<file path="src/rtl/dual_channel_fifo_pkg.sv">
// Shared constants for the dual-channel buffer.
// Reused by the controller-level top.
package dual_channel_fifo_pkg;

  localparam int DEF_DATA_WIDTH = 8;
  localparam int DEF_DEPTH      = 16;

  // Pointer width needed to address depth entries.
  function automatic int addr_bits(input int depth);
    int b;
    b = 0;
    for (int i = 0; i < 31; i++)
      if ((1 << i) < depth) b = i + 1;
    return b;
  endfunction

endpackage

</file>
<file path="src/rtl/dual_channel_fifo_mem.sv">
// Simple dual-port register array.
// Synchronous write, registered read.
module fifo_mem #(
  parameter int DW = 8,
  parameter int AW = 4
) (
  input  logic          clk,
  input  logic          we,
  input  logic [AW-1:0] waddr,
  input  logic [DW-1:0] wdata,
  input  logic          re,
  input  logic [AW-1:0] raddr,
  output logic [DW-1:0] rdata
);

  logic [DW-1:0] mem [2**AW];

  // Storage is never cleared; contents past reset are stale.
  always_ff @(posedge clk) begin
    if (we) mem[waddr] <= wdata;
    if (re) rdata <= mem[raddr];
  end

endmodule

</file>
<file path="src/rtl/dual_channel_fifo.sv">
// Two-source FIFO with occupancy, flags and drop pulses.
// Mux picks the channel written on each accepted write.
module dual_channel_fifo
  import dual_channel_fifo_pkg::*;
#(
  parameter int DATA_WIDTH = DEF_DATA_WIDTH,
  parameter int DEPTH      = DEF_DEPTH,
  parameter int ADDR_WIDTH = addr_bits(DEPTH)
) (
  input  logic                  clk,
  input  logic                  reset,
  input  logic                  Mux,
  input  logic                  Write,
  input  logic                  Read,
  input  logic [DATA_WIDTH-1:0] Ch1_Data,
  input  logic [DATA_WIDTH-1:0] Ch2_Data,
  output logic [DATA_WIDTH-1:0] Data_Out,
  output logic                  Data_Valid,
  output logic                  Full,
  output logic                  Empty,
  output logic [ADDR_WIDTH:0]   Count,
  output logic                  Write_Drop,
  output logic                  Read_Drop
);

  localparam logic [ADDR_WIDTH:0] CNT_FULL =
    (ADDR_WIDTH+1)'(DEPTH);

  logic [ADDR_WIDTH-1:0] wr_ptr;
  logic [ADDR_WIDTH-1:0] rd_ptr;
  logic [DATA_WIDTH-1:0] wdata;
  logic [DATA_WIDTH-1:0] rdata;
  logic                  wr_en;
  logic                  rd_en;
  logic                  out_zero;

  assign Full  = (Count == CNT_FULL);
  assign Empty = (Count == '0);
  assign wr_en = Write & ~Full;
  assign rd_en = Read & ~Empty;
  assign wdata = Mux ? Ch1_Data : Ch2_Data;

  // The memory read register has no reset, so mask it
  // until the first real read after reset.
  assign Data_Out = out_zero ? '0 : rdata;

  fifo_mem #(
    .DW(DATA_WIDTH),
    .AW(ADDR_WIDTH)
  ) u_mem (
    .clk  (clk),
    .we   (wr_en),
    .waddr(wr_ptr),
    .wdata(wdata),
    .re   (rd_en),
    .raddr(rd_ptr),
    .rdata(rdata)
  );

  // Pointers wrap by natural overflow.
  always_ff @(posedge clk or negedge reset) begin
    if (!reset) begin
      wr_ptr <= '0;
      rd_ptr <= '0;
    end else begin
      if (wr_en) wr_ptr <= wr_ptr + ADDR_WIDTH'(1);
      if (rd_en) rd_ptr <= rd_ptr + ADDR_WIDTH'(1);
    end
  end

  // Occupancy; unchanged when both or neither accepted.
  always_ff @(posedge clk or negedge reset) begin
    if (!reset) begin
      Count <= '0;
    end else begin
      case ({wr_en, rd_en})
        2'b10:   Count <= Count + (ADDR_WIDTH+1)'(1);
        2'b01:   Count <= Count - (ADDR_WIDTH+1)'(1);
        default: Count <= Count;
      endcase
    end
  end

  // Registered strobes for the downstream consumer.
  always_ff @(posedge clk or negedge reset) begin
    if (!reset) begin
      Data_Valid <= 1'b0;
      Write_Drop <= 1'b0;
      Read_Drop  <= 1'b0;
      out_zero   <= 1'b1;
    end else begin
      Data_Valid <= rd_en;
      Write_Drop <= Write & Full;
      Read_Drop  <= Read & Empty;
      if (rd_en) out_zero <= 1'b0;
    end
  end

endmodule

</file>
<file path="config.mk">
export PLATFORM = sky130hd
export DESIGN_NAME = dual_channel_fifo
export DESIGN_NICKNAME = d
export VERILOG_FILES = /design/src/rtl/dual_channel_fifo_pkg.sv /design/src/rtl/dual_channel_fifo_mem.sv /design/src/rtl/dual_channel_fifo.sv
export SDC_FILE = /design/constraint.sdc
export NUM_CORES = 1
export LEC_CHECK = 0
export CORE_MARGIN = 2
export CORE_UTILIZATION = 40
export CTS_CLUSTER_DIAMETER = 150
export CTS_CLUSTER_SIZE = 12
export DETAILED_ROUTE_END_ITERATION = 16
export PLACE_DENSITY_LB_ADDON = 0.25
export SLEW_MARGIN = 10
export SYNTH_ARGS = -nofsm -noshare
export SYNTH_HDL_FRONTEND = slang
export SYNTH_HIERARCHICAL = 1
export SYNTH_SLANG_ARGS = --single-unit
</file>
<file path="constraint.sdc">
create_clock -name clk -period 4.9 [get_ports clk]
set_clock_uncertainty 0.15 [all_clocks]
set_input_delay 1.47 -clock clk [delete_from_list [all_inputs] [get_ports clk]]
set_output_delay 1.47 -clock clk [all_outputs]
set_load 0.02 [all_outputs]
</file>
==> impl_metrics.py, run 1 <==
metrics = {
    "status": {
        "outcome": "finished, final reports clean",
    },
    "logic_synthesis": {
        "post_synth_num_cell_types": 45,
        "synth_area_per_cell_um2": 19.4,
        "netlist_instances": 324,
        "synth-seq-area-share_pct": 71.7,
        "post_synth_instance_area_um2": 6290,
        "synth_nets": 352,
        "synth-edff-count": 136,
        "synth_warnings": 6,
        "async_reset_ff_share_pct": 11.1,
        "yosys_register_bits": 153,
        "ys.flop_type": "edfxtp_1",
    },
    "route": {
        "dr_wl_met2_mm": 6.09,
        "vias": 3120,
        "drt_first_iter_violations": 278,
        "route.top_layer_used": "met4",
        "finalWirelength_mm": 12.1,
        "detailroute.wirelength.met3_um": 689,
        "avgRoutedWirePerCell_um": 20.2,
        "drt_first_pass_iters": 4,
        "vias_per_cell": 5.21,
        "final_antenna_net_count": 0,
        "wire_length_the_detailed_router_placed_on_met1_mm": 5.10,
        "drc_errors": 0,
    },
    "power_and_ir_drop": {
        "p_sw_share_pct": 30.2,
        "p_int_uw": 3060,
        "power.net_switching_uw": 1320,
        "p_leak_uw": 0.00251,
        "pwr-share-seq_pct": 43.6,
        "clock_power_share_pct": 29.6,
        "power.combinational.fraction_pct": 26.9,
        "power.total_uw": 4380,
        "cellPowerDensity_nw_per_um2": 586,
        "worst_ir_drop_vdd_mv": 0.262,
    },
    "critical_path": {
        "reg2reg_depth": 9,
        "reg2reg_to": "Count[4]$_DFFE_PN0P_",
        "path_length_in_cells_of_the_critical_path": 9,
        "setup.worst_path.start": "Read",
        "crit_path_top_delay_cell": "or4b_2",
        "critical_path.endpoint_type": "flop",
        "worst_setup_sp_type": "input port",
        "cp-endpoint": "Count[4]$_DFFE_PN0P_",
        "path_common_cell": "ha_1",
        "cpLargestDelayFamily": "buffers and inverters",
        "cp_required_ns": 5.04,
        "critical_path.max_stage_delay_ns": 0.65,
        "combined_buffer_and_inverter_count_along_the_critical_path": 3,
        "worstPathCellList": "clkdlybuf4s50_1, o21ai_4, inv_1, buf_4, ha_1, ha_1, or4b_2, o311ai_0, o211ai_1",
        "critical_path_peak_fanout": 10,
        "regToRegSetupSlack_ns": 1.51,
        "r2r_start": "Count[3]$_DFFE_PN0P_",
        "cp_data_arrival_time_ns": 4.03,
        "setup.worst_path.class": "input port to flop",
    },
    "cells_and_area": {
        "mostFrequentLayoutCells": "edfxtp_1 (136), clkdlybuf4s50_1 (38), mux4_2 (18)",
        "nFillCells": 1303,
        "area.sequential_um2": 4510,
        "final_net_count": 403,
        "diodes": 0,
        "layout_commonest_cell": "edfxtp_1",
        "final_layout_size_suffix_gt1_share_pct": 19.1,
        "final_cell_count_no_fill": 599,
        "multi_input_area_um2": 1670,
        "area_growth_from_synthesis_to_final_layout_pct": 18.9,
    },
    "place": {
        "place_hpwl_mm": 7.72,
        "gp_congestion": 0.750,
        "port_buf_inserts": 38,
        "dp.cells": 567,
    },
    "clock_tree": {
        "cts_setup_buffers": 0,
        "worst_skew_pair.late_latency_ns": 0.42,
        "tritoncts": "yes",
        "cts_inserted_buffers": 17,
        "cts-hold-fix-buffers": 0,
        "cts_max_level": 4,
        "number_of_cells_upsized_or_downsized_after_cts": 0,
        "path_clk_slew_ns": 0.06,
        "clock-sinks": 153,
        "max-clock-path-buffers": 2,
        "cts_root_buf": "clkbuf_16",
    },
    "floorplan": {
        "core_region_area_um2": 15300,
        "row_count": 45,
        "fp.dieArea_um2": 16800,
        "start_util_pct": 41.1,
        "die_h_um": 129,
        "die_w_um": 129,
        "floorplan.io_pins": 39,
    },
    "global_routing": {
        "grt_overflow_total": 0,
        "grt_pass1_vias": 3197,
        "grt_max_degree": 36,
        "antenna_found_initial": 0,
        "grt_pass1_wl_mm": 18.9,
        "grt_usage_pct": 15.8,
    },
    "timing": {
        "grt_setup_unrepaired": "false",
        "fmax_ghz": 0.257,
        "total_count_of_hold_check_failures_in_the_final_report": 0,
        "setup_viol": 0,
        "setup_tns_ns": 0,
        "maxSlewViolCount": 0,
        "timing.max_slew.rel_slack_pct": 41.1,
        "final_period_minus_worst_setup_slack_ns": 3.89,
        "final_min_period_over_clock_period_pct": 79.3,
        "timing_worst_slew_pin_value_ns": 0.881,
    },
    "flow_run": {
        "drv.max_cap_violation_count": 0,
    },
    "hold_path": {
        "holdCritPathClass": "flop to flop",
    },
}
-- cell type report --
class	count	area share, %
multi-input combinational	154	22.3
clock inverter	13	2.06
inverter	4	0.201
timing repair buffer	45	5.79
clock buffer	19	5.79
sequential	153	60.3
tap	211	3.53
-- how the worst min path moves through the flow --
stage / from / to / slack [ns] / cells past startpoint
global placement: wr_ptr[3]$_DFFE_PN0P_ / wr_ptr[3]$_DFFE_PN0P_ / 0.37 / 1
detailed placement: wr_ptr[3]$_DFFE_PN0P_ / wr_ptr[3]$_DFFE_PN0P_ / 0.39 / 1
global route: wr_ptr[3]$_DFFE_PN0P_ / wr_ptr[3]$_DFFE_PN0P_ / 0.42 / 1
finish: wr_ptr[3]$_DFFE_PN0P_ / wr_ptr[3]$_DFFE_PN0P_ / 0.39 / 1
CTS: wr_ptr[3]$_DFFE_PN0P_ / wr_ptr[3]$_DFFE_PN0P_ / 0.39 / 1
floorplan: rd_ptr[3]$_DFFE_PN0P_ / rd_ptr[3]$_DFFE_PN0P_ / 0.34 / 1
-- cell families (layout without fill, tap and decap cells) --
kind of cell,after synthesis,after routing,share of synthesized area [%]
and+or+nand+nor,64,64,5.87
xor gates and xnor gates,8,8,1.11
adders and majority gates,7,7,1.51
muxes,44,44,14.5
buffers and inverters,17,81,1.79
DFF,153,153,71.7
AOI/OAI and AO/OA,31,31,3.56
-- state kept, by name (all words and copies together), names as in the netlist --
signal / cells
rd_ptr: 4
u_mem/mem: 128
Count: 5
out_zero: 1
Write_Drop: 1
wr_ptr: 4
u_mem/rdata: 8
Data_Valid: 1
Read_Drop: 1
-- cells in the mapped netlist (3+ instances only) --
master	instances	area share, %
nor2_1	14	0.83
xor2_1	3	0.42
buf_6	3	0.54
ha_1	6	1.2
nor3b_1	5	0.60
edfxtp_1	136	65
nand2_1	11	0.66
clkdlybuf4s25_2	3	0.48
nand3_1	4	0.32
a21oi_1	6	0.48
a22oi_1	16	1.9
mux4_2	18	6.4
xnor2_1	5	0.70
mux4_1	14	5.8
dfrtp_1	16	6.4
mux2_2	11	2.0
buf_2	3	0.24
inv_1	4	0.24
o21ai_0	3	0.24
nor3_1	4	0.32
and2_1	3	0.30
nor2b_1	9	0.89
-- routing by layer --
| metal | up-vias | global-route usage [%] |
|---|---|---|
| li1 | 1428 | - |
| met1 | 1599 | 21.0 |
| met2 | 73 | 25.5 |
| met3 | 20 | 3.76 |
| met4 | 0 | 6.51 |
| met5 | - | 0 |
-- through the flow --
step / util (%) / setup slack [ns] / area (um2) / hold slack, ns
finish: 48.9 / 1.01 / 7480 / 0.390
CTS: 48.9 / 1.00 / 7480 / 0.394
global route: 48.9 / 0.878 / 7480 / 0.422
floorplan: - / 1.21 / 6290 / 0.337
detailed placement: 45.0 / 0.594 / 6900 / 0.385
global placement: 45.0 / 0.684 / 6900 / 0.368
-- power groups by stage --
stage	registers [uW]	clock network, uW	logic [uW]
6_report	1910	1290	1180
5_1_grt	1950	1380	1280
4_1_cts	1920	1310	1190
3_5_place_dp	1940	0	1190
3_3_place_gp	1930	0	1170
2_1_floorplan	1820	0	900
Power figures use the tool's default switching activity.
==> run 2: changes to the inputs <==
==> constraint.sdc (replaced) <==
create_clock -name clk -period 3.1 [get_ports clk]
set_clock_uncertainty 0.15 [all_clocks]
set_input_delay 0.93 -clock clk [delete_from_list [all_inputs] [get_ports clk]]
set_output_delay 0.93 -clock clk [all_outputs]
set_load 0.02 [all_outputs]
==> run 2 against run 1 <==
  * Flip-flop and latch count stayed put
  * Register-to-register slack worse by 1.2 ns
  * Non-clock buffer count is 31 higher
  * Clock power is 57% higher
  * Critical endpoint is now Empty
==> impl_metrics.py, run 2 (synthesis results as in run 1) <==
metrics = {
    "timing": {
        "setup_viol": 0,
        "timing.max_slew.rel_slack_pct": 46.7,
        "total_count_of_hold_check_failures_in_the_final_report": 0,
        "grt_setup_unrepaired": "false",
        "final.setup.worst_slack_ns": 0.147,
        "fmax_ghz": 0.339,
        "final_period_minus_worst_setup_slack_ns": 2.95,
        "timing_worst_slew_pin_value_ns": 0.798,
        "maxSlewViolCount": 0,
        "final_min_period_over_clock_period_pct": 95.3,
    },
    "cells_and_area": {
        "mostFrequentLayoutCells": "edfxtp_1 (136), clkdlybuf4s50_1 (36), buf_4 (36)",
        "finalCoreUtilization_pct": 50.5,
        "reg.largest.list": "u_mem/mem: 128 flops, u_mem/rdata: 8 flops, Count: 5 flops",
        "final_layout_size_suffix_gt1_share_pct": 25.1,
        "largest_register": "u_mem/mem",
        "layout_commonest_cell": "edfxtp_1",
        "area_growth_from_synthesis_to_final_layout_pct": 22.9,
        "final_net_count": 434,
        "diodes": 0,
        "largest_reg_flops": 128,
        "nFillCells": 1278,
    },
    "global_routing": {
        "antenna_found_initial": 0,
        "grt_pass1_vias": 3182,
        "grt_usage_pct": 15.8,
        "grt_max_degree": 28,
        "grt_overflow_total": 0,
        "grt_pass1_wl_mm": 18.7,
    },
    "floorplan": {
        "core_region_area_um2": 15300,
        "fp.dieArea_um2": 16800,
        "die_w_um": 129,
        "start_util_pct": 41.1,
        "die_h_um": 129,
        "floorplan.io_pins": 39,
        "row_count": 45,
    },
    "clock_tree": {
        "cts_root_buf": "clkbuf_16",
        "tritoncts": "yes",
        "cts_max_level": 4,
        "max-clock-path-buffers": 2,
        "worst_skew_pair.late_latency_ns": 0.42,
        "path_clk_slew_ns": 0.06,
        "cts-hold-fix-buffers": 0,
        "cts_inserted_buffers": 17,
        "clock-sinks": 153,
    },
    "place": {
        "place_hpwl_mm": 7.82,
        "port_buf_inserts": 38,
        "gp_congestion": 0.756,
        "placement.setup.worst_slack_ns": -0.215,
    },
    "critical_path": {
        "critical_path_peak_fanout": 4,
        "crit_path_top_delay_cell": "or4_4",
        "critical_path.endpoint_type": "output port",
        "critical_path.max_stage_delay_ns": 0.59,
        "cp_data_arrival_time_ns": 1.87,
        "worst_setup_sp_type": "flop",
        "worstPathCellList": "or4_4, nor2_1, dlygate4sd2_1",
        "setup.worst_path.class": "flop to output port",
        "cp_required_ns": 2.02,
        "cpLargestDelayFamily": "simple AND/OR/NAND/NOR gates",
        "combined_buffer_and_inverter_count_along_the_critical_path": 1,
    },
    "power_and_ir_drop": {
        "pwr-share-seq_pct": 40.3,
        "worst_ir_drop_vdd_mv": 0.432,
        "power.combinational.fraction_pct": 30.9,
        "power.net_switching_uw": 2100,
        "clock_power_share_pct": 28.7,
        "p_sw_share_pct": 29.6,
        "cellPowerDensity_nw_per_um2": 916,
        "p_leak_uw": 0.00269,
        "p_int_uw": 4990,
    },
    "hold_path": {
        "holdCritPathClass": "flop to flop",
    },
    "route": {
        "final_antenna_net_count": 0,
        "finalWirelength_mm": 11.9,
        "drt_first_pass_iters": 4,
        "drt_first_iter_violations": 255,
        "vias_per_cell": 5.10,
        "avgRoutedWirePerCell_um": 19.0,
        "vias": 3205,
        "drc_errors": 0,
    },
    "flow_run": {
        "drv.max_cap_violation_count": 0,
    },
    "status": {
        "outcome": "finished, final reports clean",
    },
}
run 2: cell count changes in the layout (fill, tap and decap cells not counted), sizes merged:
| cell | previous run | this run |
|---|---|---|
| clkinv | 8 | 7 |
| buf | 7 | 38 |
| clkinvlp | 2 | 1 |
| dlygate4sd2 | 0 | 2 |
| inv | 4 | 5 |
| clkdlybuf4s50 | 38 | 36 |
run 2: worst paths after layout:
| kind | slack (ns) | endpoint | from | depth (start not counted) |
|---|---|---|---|---|
| worst max-delay path | 0.15 | Empty | Count[3]$_DFFE_PN0P_ | 3 |
| worst min-delay path | 0.39 | wr_ptr[3]$_DFFE_PN0P_ | wr_ptr[3]$_DFFE_PN0P_ | 1 |
| worst max register to register | 0.27 | Count[4]$_DFFE_PN0P_ | Count[1]$_DFFE_PN0P_ | 10 |
| worst min register to register | 0.39 | wr_ptr[3]$_DFFE_PN0P_ | wr_ptr[3]$_DFFE_PN0P_ | 1 |
| max in group asynchronous | 1.86 | out_zero$_DFFE_PN1P_ | reset | 2 |
| min in group asynchronous | 0.68 | wr_ptr[3]$_DFFE_PN0P_ | reset | 2 |
run 2: final cells by class:
cell class                      instances  area (um2)  area share (%)
Sequential cell                       153        4510            58.3
Multi-Input combinational cell        154        1670            21.6
Timing Repair Buffer                   76         688            8.90
Clock buffer                           19         433            5.60
Tap cell                              211         264            3.41
Clock inverter                         12         150            1.94
Inverter                                4        15.0           0.194
run 2: repair_timing:
| action | in CTS | in global routing |
|---|---|---|
| buffers inserted | 1 | 0 |
| endpoints found under the setup margin | 2 | 0 |
| resized for setup | 2 | 0 |
run 2: metrics by stage:
stage / power (uW) / hold slack (ns) / instances / setup TNS, ns / area, um2
final: 7090 / 0.392 / 629 / 0 / 7730
after detailed placement: 5130 / 0.376 / 597 / -0.439 / 7150
after floorplan: 4310 / 0.337 / 324 / 0 / 6300
after global placement: 5080 / 0.371 / 597 / -0.468 / 7150
after global routing: 7460 / 0.443 / 629 / 0 / 7730
after CTS: 7170 / 0.388 / 629 / 0 / 7730
run 2: routing by layer:
layer  vias to the layer above  wire, um  track usage, %
met4                         0       218            6.89
met3                        19       573            4.05
met5                         -         0               0
met1                      1627      5260            20.9
li1                       1490         -               -
met2                        69      5880            25.0
run 2: worst register-to-register path, cell delays in order, from the launching register on:
cell	delay, ns
dfrtp_1	0.38
buf_4	0.16
nor4_4	0.33
buf_4	0.18
a21boi_1	0.07
inv_1	0.09
ha_2	0.23
ha_1	0.25
or4b_2	0.63
o311ai_0	0.12
o211ai_1	0.12
run 2: power by group through the flow:
stage | Clock, uW | Combinational (uW) | Sequential, uW
after global placement | 0 | 2200 | 2890
after CTS | 2080 | 2230 | 2860
after detailed placement | 0 | 2220 | 2900
after floorplan | 0 | 1420 | 2880
after global routing | 2160 | 2400 | 2900
final | 2030 | 2190 | 2860
==> edit 1 (config.mk and constraints of run 2) <==
The package constant `DEF_DATA_WIDTH` goes from 8 to 12.
--- a/src/rtl/dual_channel_fifo_pkg.sv
+++ b/src/rtl/dual_channel_fifo_pkg.sv
@@ -3,5 +3,5 @@
 package dual_channel_fifo_pkg;
 
-  localparam int DEF_DATA_WIDTH = 8;
+  localparam int DEF_DATA_WIDTH = 12;
   localparam int DEF_DEPTH      = 16;
 
Interface: changed (resized Ch1_Data, Ch2_Data and Data_Out); port bits go from 39 to 51. The function was not compared with the original's and may differ.
==> edit 1 against run 2 <==
Wire length is 55% higher. Worst setup slack lost 51 ps. Power is 33% higher. Sequential cell count increased by 68. Synthesized cell count grew 34%. Design area is 38% higher. Synthesized area increased by 41%. Via count increased by 41%. Highest routed layer unchanged.
==> edit 1: results (changes against run 2) <==
Setup path
  • Worst Path Arrival: 1920 ps (was 1870 ps)
  • CP endpoint: Empty (unchanged)
  • Max FO, Critical Path: 5 (was 4)
  • CP Launch Point: Count[2] (was Count[3])
  • Reg2Reg Setup Slack: 210 ps (was 270 ps)
  • Depth of the most critical reg-to-reg path: 8 (was 10)
  • Worst r2r dst: Count[4] (unchanged)

Clocking
  • Clk slew on worst S/H paths: 60 ps (about the same)
  • Root buffer cell: clkbuf_16 (unchanged)
  • Clock Path Buffers: 3 (was 2)
  • Num CTS Buffers: 22 (was 17)
  • Worst skew pair latency: 490 ps (was 420 ps)
  • H-tree levels: 1 (was 4)

Run status
  • Status: completed (unchanged)

Final layout
  • Count of non-filler cells in the finished layout: 832 (was 629)
  • Top Registers: u_mem/mem: 192 flops, u_mem/rdata: 12 flops, Count: 5 flops (was u_mem/mem: 128 flops, u_mem/rdata: 8 flops, Count: 5 flops)
  • Layout Nets: 572 (was 434)
  • Ant. Diodes: 0 (unchanged)
  • Share of cells above drive strength 1: 25.4% (was 25.1%)

Synth
  • Commonest cells in the netlist: 204 x edfxtp_1, 33 x mux4_2, 24 x a22oi_1, 16 x dfrtp_1 (was 136 x edfxtp_1, 18 x mux4_2, 16 x a22oi_1, 16 x dfrtp_1)
  • Sequential fraction of the synthesis area: 74.0% (was 71.7%)
  • Synth unique cells: 43 (was 45)
  • Synth Flop Type: edfxtp_1 (unchanged)
  • Async SR Flop Fraction: 7.69% (was 11.1%)
  • Syn nets: 469 (was 352)
  • Synth area leaders: edfxtp_1 69%, mux4_2 8.4%, dfrtp_1 4.5% (was edfxtp_1 65%, mux4_2 6.4%, dfrtp_1 6.4%)
  • Number of flops mapped to enable cells by yosys: 204 (was 136)
  • Synthesized instance count: 433 (was 324)
  • Yosys warning count: 6 (unchanged)

Global route
  • Total GRT Usage: 16.0% (was 15.8%)
  • Vias in the first global route: 4741 (was 3182)
  • Largest net degree at the start of global routing: 52 (was 28)
  • Global-route wire length before repair: 28.2 mm (was 18.7 mm)
  • Initial antenna violation count: 0 (unchanged)

Placement
  • Cells after DPL: 791 (was 597)
  • Buffers on Ports: 50 (was 38)
  • RePlAce Congestion: 0.768 (was 0.756)
  • Final HPWL DP: 12.1 mm (was 7.82 mm)

Drt
  • Drt wl/cell: 22.2 um (was 19.0 um)
  • Pre-antenna DRT Iters: 5 (was 4)
  • Total number of vias: 4511 (was 3205)
  • Starting DRT DRC Count: 365 (was 255)

Power
  • Peak VDD IR: 449 uV (was 432 uV)
  • P_leak: 3.59 nW (was 2.69 nW)

Timing
  • Least-Margin Pin Slew: 805 ps (was 798 ps)

Min path
  • Hold WC Path Type: flip-flop to flip-flop (unchanged)
-- edit 1: repair_timing --
| action | 4_1_cts | 5_1_grt |
|---|---|---|
| buffers inserted | 1 | 0 |
| pin swaps | 1 | 0 |
| gates resized for setup | 5 | 1 |
| endpoints found under the setup margin | 4 | 1 |
| gates cloned | 0 | 0 |
| endpoints found under the hold margin | 0 | 0 |
-- edit 1: cell families after synthesis --
kind of cell / share of synthesized area [%]
XOR/XNOR: 0.791
AO/OA/AOI/OAI: 3.21
flip-flops: 74.0
multiplexers: 14.9
buffers and inverters: 1.45
AND/OR/NAND/NOR: 4.60
adder cells (fa/ha/maj): 1.07
-- edit 1: per-stage QoR --
| step | area [um2] | util (%) | setup WS, ps | power, mW | TNS, ps |
|---|---|---|---|---|---|
| 2_1_floorplan | 8900 | - | -30.3 | 6.03 | -30.3 |
| 3_3_place_gp | 10000 | 46.1 | -85.6 | 7.04 | -105 |
| 3_5_place_dp | 10000 | 46.1 | -132 | 7.12 | -204 |
| 4_1_cts | 10700 | 49.2 | 34.0 | 9.56 | 0 |
| 5_1_grt | 10700 | 49.2 | -0.0215 | 9.91 | -0.0215 |
| 6_report | 10700 | 49.2 | 95.3 | 9.44 | 0 |
-- edit 1: layout make-up --
| cell class | instances | area (um2) |
|---|---|---|
| repair buffers | 97 | 891 |
| clock inverters | 1 | 8.76 |
| clock buffers | 39 | 636 |
| well taps | 280 | 350 |
| inverters | 4 | 18.8 |
| flip-flops and latches | 221 | 6560 |
| fillers | 1806 | 11100 |
| multi-input cells | 190 | 2230 |
-- edit 1: power by group --
group	switching, mW	internal [mW]	total [mW]
Clock	1.04	1.39	2.42
Combinational	1.49	1.42	2.91
Sequential	0.309	3.80	4.11
-- edit 1: worst min path at each step --
stage / start / endpoint / slack [ps] / cells past startpoint
after floorplan: wr_ptr[3] / wr_ptr[3] / 340 / 1
after global placement: rd_ptr[3] / rd_ptr[3] / 370 / 1
after detailed placement: rd_ptr[3] / rd_ptr[3] / 390 / 1
after CTS: rd_ptr[3] / rd_ptr[3] / 400 / 1
after global routing: rd_ptr[3] / rd_ptr[3] / 420 / 1
final: rd_ptr[3] / rd_ptr[3] / 400 / 1
-- edit 1: worst max-delay path: stages (launching register included) --
cell	delay, ps
dfrtp_2	450
or4_4	600
nor2_2	110
clkdlybuf4s15_2	270
-- edit 1: routing by layer --
metal / share of wire [%] / GRT usage, % / up-vias / routed length [um]
met5: 0 / 0 / - / 0
met4: 2.0 / 4.67 / 0 / 361
met3: 4.8 / 2.38 / 23 / 881
met2: 48 / 25.9 / 122 / 8930
met1: 45 / 22.8 / 2368 / 8290
li1: - / - / 1998 / -
==> edit 2 (settings of run 2) <==
Without the edit above. Make the reset (`reset`) synchronous in 3 clocked blocks.
--- a/src/rtl/dual_channel_fifo.sv
+++ b/src/rtl/dual_channel_fifo.sv
@@ -59,5 +59,5 @@
 
   // Pointers wrap by natural overflow.
-  always_ff @(posedge clk or negedge reset) begin
+  always_ff @(posedge clk) begin
     if (!reset) begin
       wr_ptr <= '0;
@@ -70,5 +70,5 @@
 
   // Occupancy; unchanged when both or neither accepted.
-  always_ff @(posedge clk or negedge reset) begin
+  always_ff @(posedge clk) begin
     if (!reset) begin
       Count <= '0;
@@ -83,5 +83,5 @@
 
   // Registered strobes for the downstream consumer.
-  always_ff @(posedge clk or negedge reset) begin
+  always_ff @(posedge clk) begin
     if (!reset) begin
       Data_Valid <= 1'b0;
Function: differs if reset is asserted again (counterexample within 4 cycles, from zero or initial values and one cycle with reset low); with reset held inactive, the same outputs for 10 cycles.
==> edit 2 against run 2 <==
Sequential cell count unchanged. Die area decreased by 1.5%. Hold slack improved by 26 ps. Wire length decreased by 3.4%. Worst setup slack got worse by 36 ps. Global-route usage decreased by 0.84 points. Design area decreased by 3.2%. Synthesized area decreased by 1.6%. Core utilization decreased by 1.1 points. Power decreased by 16%.
==> edit 2: results (changes against run 2) <==
Run status
  • Status: completed (unchanged)

Setup path
  • Worst Path Arrival: 1910 ps (was 1870 ps)
  • Max FO, Critical Path: 6 (was 4)
  • CP Launch Point: Count[0] (was Count[3])

Synth
  • Async SR Flop Fraction: 0% (was 11.1%)
  • Synth area leaders: edfxtp_1 66%, mux4_2 6.5%, mux4_1 5.9% (was edfxtp_1 65%, mux4_2 6.4%, dfrtp_1 6.4%)
  • Synth unique cells: 41 (was 45)
  • Commonest cells in the netlist: 136 x edfxtp_1, 26 x nor2_1, 18 x mux4_2, 17 x dfxtp_1, 16 x a22oi_1 (was 136 x edfxtp_1, 18 x mux4_2, 16 x a22oi_1, 16 x dfrtp_1)
  • Sequential fraction of the synthesis area: 71.4% (was 71.7%)
  • Syn nets: 362 (was 352)

Power
  • P_leak: 2.54 nW (was 2.69 nW)
  • Peak VDD IR: 334 uV (was 432 uV)

Placement
  • RePlAce Congestion: 0.735 (was 0.756)
  • Pre-CTS setup slack: -17.2 ps (was -215 ps)
  • Placed Area: 6890 um2 (was 7150 um2)
  • Final HPWL DP: 7.56 mm (was 7.82 mm)

Drt
  • Vias per Instance: 5.29 (was 5.10)
  • Routed WL: 11.5 mm (was 11.9 mm)
  • Starting DRT DRC Count: 251 (was 255)
  • Pre-antenna DRT Iters: 5 (was 4)

Clocking
  • Post-cts sizing count: 2 (unchanged)
  • Root buffer cell: clkbuf_16 (unchanged)
  • Setup Buffers After CTS: 0 (was 1)
  • H-tree levels: 4 (unchanged)

Final layout
  • Share of cells above drive strength 1: 21.1% (was 25.1%)
  • Layout fillers: 1247 (was 1278)
  • Layout Nets: 428 (was 434)

Min path
  • HP Start: out_zero (was wr_ptr[3])

Global route
  • Total GRT Usage: 15.0% (was 15.8%)
  • Largest net degree at the start of global routing: 36 (was 28)
  • Global-route wire length before repair: 17.9 mm (was 18.7 mm)
  • Vias in the first global route: 3135 (was 3182)

Timing
  • Least-Margin Pin Slew: 696 ps (was 798 ps)
==> edit 2: path summary, 6_finish.rpt <==
check | endpoint | slack, ps | depth (start not counted)
max | Empty | 110 | 3
min | out_zero | 420 | 2
max reg2reg | Count[4] | 380 | 9
min reg2reg | out_zero | 420 | 2
==> edit 2: cells by family (layout without fill, tap and decap cells) <==
logic type / after synthesis / after routing / synth area share, %
compound gates: 29 / 29 / 3.51
xor+xnor: 6 / 6 / 0.848
fa+ha+maj: 7 / 7 / 1.53
buf+inv: 19 / 98 / 2.02
flops: 153 / 153 / 71.4
mux: 44 / 44 / 14.6
simple gates: 76 / 76 / 6.10
==> edit 2: routing by layer <==
layer / part of all wire (%) / global-route usage, % / vias to the layer above / wire, um
met4: 1.7 / 6.40 / 0 / 191
met3: 4.5 / 3.49 / 14 / 519
met2: 48 / 23.7 / 91 / 5570
li1: - / - / 1474 / -
met5: 0 / 0 / - / 0
met1: 45 / 20.1 / 1602 / 5240
==> edit 2: power by group <==
part	total [mW]	internal, mW	switching [mW]
logic	1.38	0.690	0.688
registers	2.54	2.44	0.108
clock network	2.00	1.19	0.813
==> edit 2: final cells by class <==
cell class                 instances  area [um2]  area share (%)
clock buffer                      18         429            5.73
tap                              188         235            3.14
clock inverter                    14         149            1.99
inverter                           5        18.8           0.251
multi-input combinational        162        1660            22.2
timing repair buffer              61         567            7.57
sequential                       153        4430            59.1
==> edit 2: metrics by stage <==
step	power (mW)	instances
floorplan	3.52	334
global placement	3.96	569
detailed placement	3.97	569
CTS	5.98	601
global route	6.17	601
finish	5.92	601
==> edit 2: worst max-delay path: cells and delay by family (launching register included) <==
family | cells | cell delay (ps)
buffers and inverters | 1 | 350
DFF | 1 | 410
and+or+nand+nor | 2 | 740
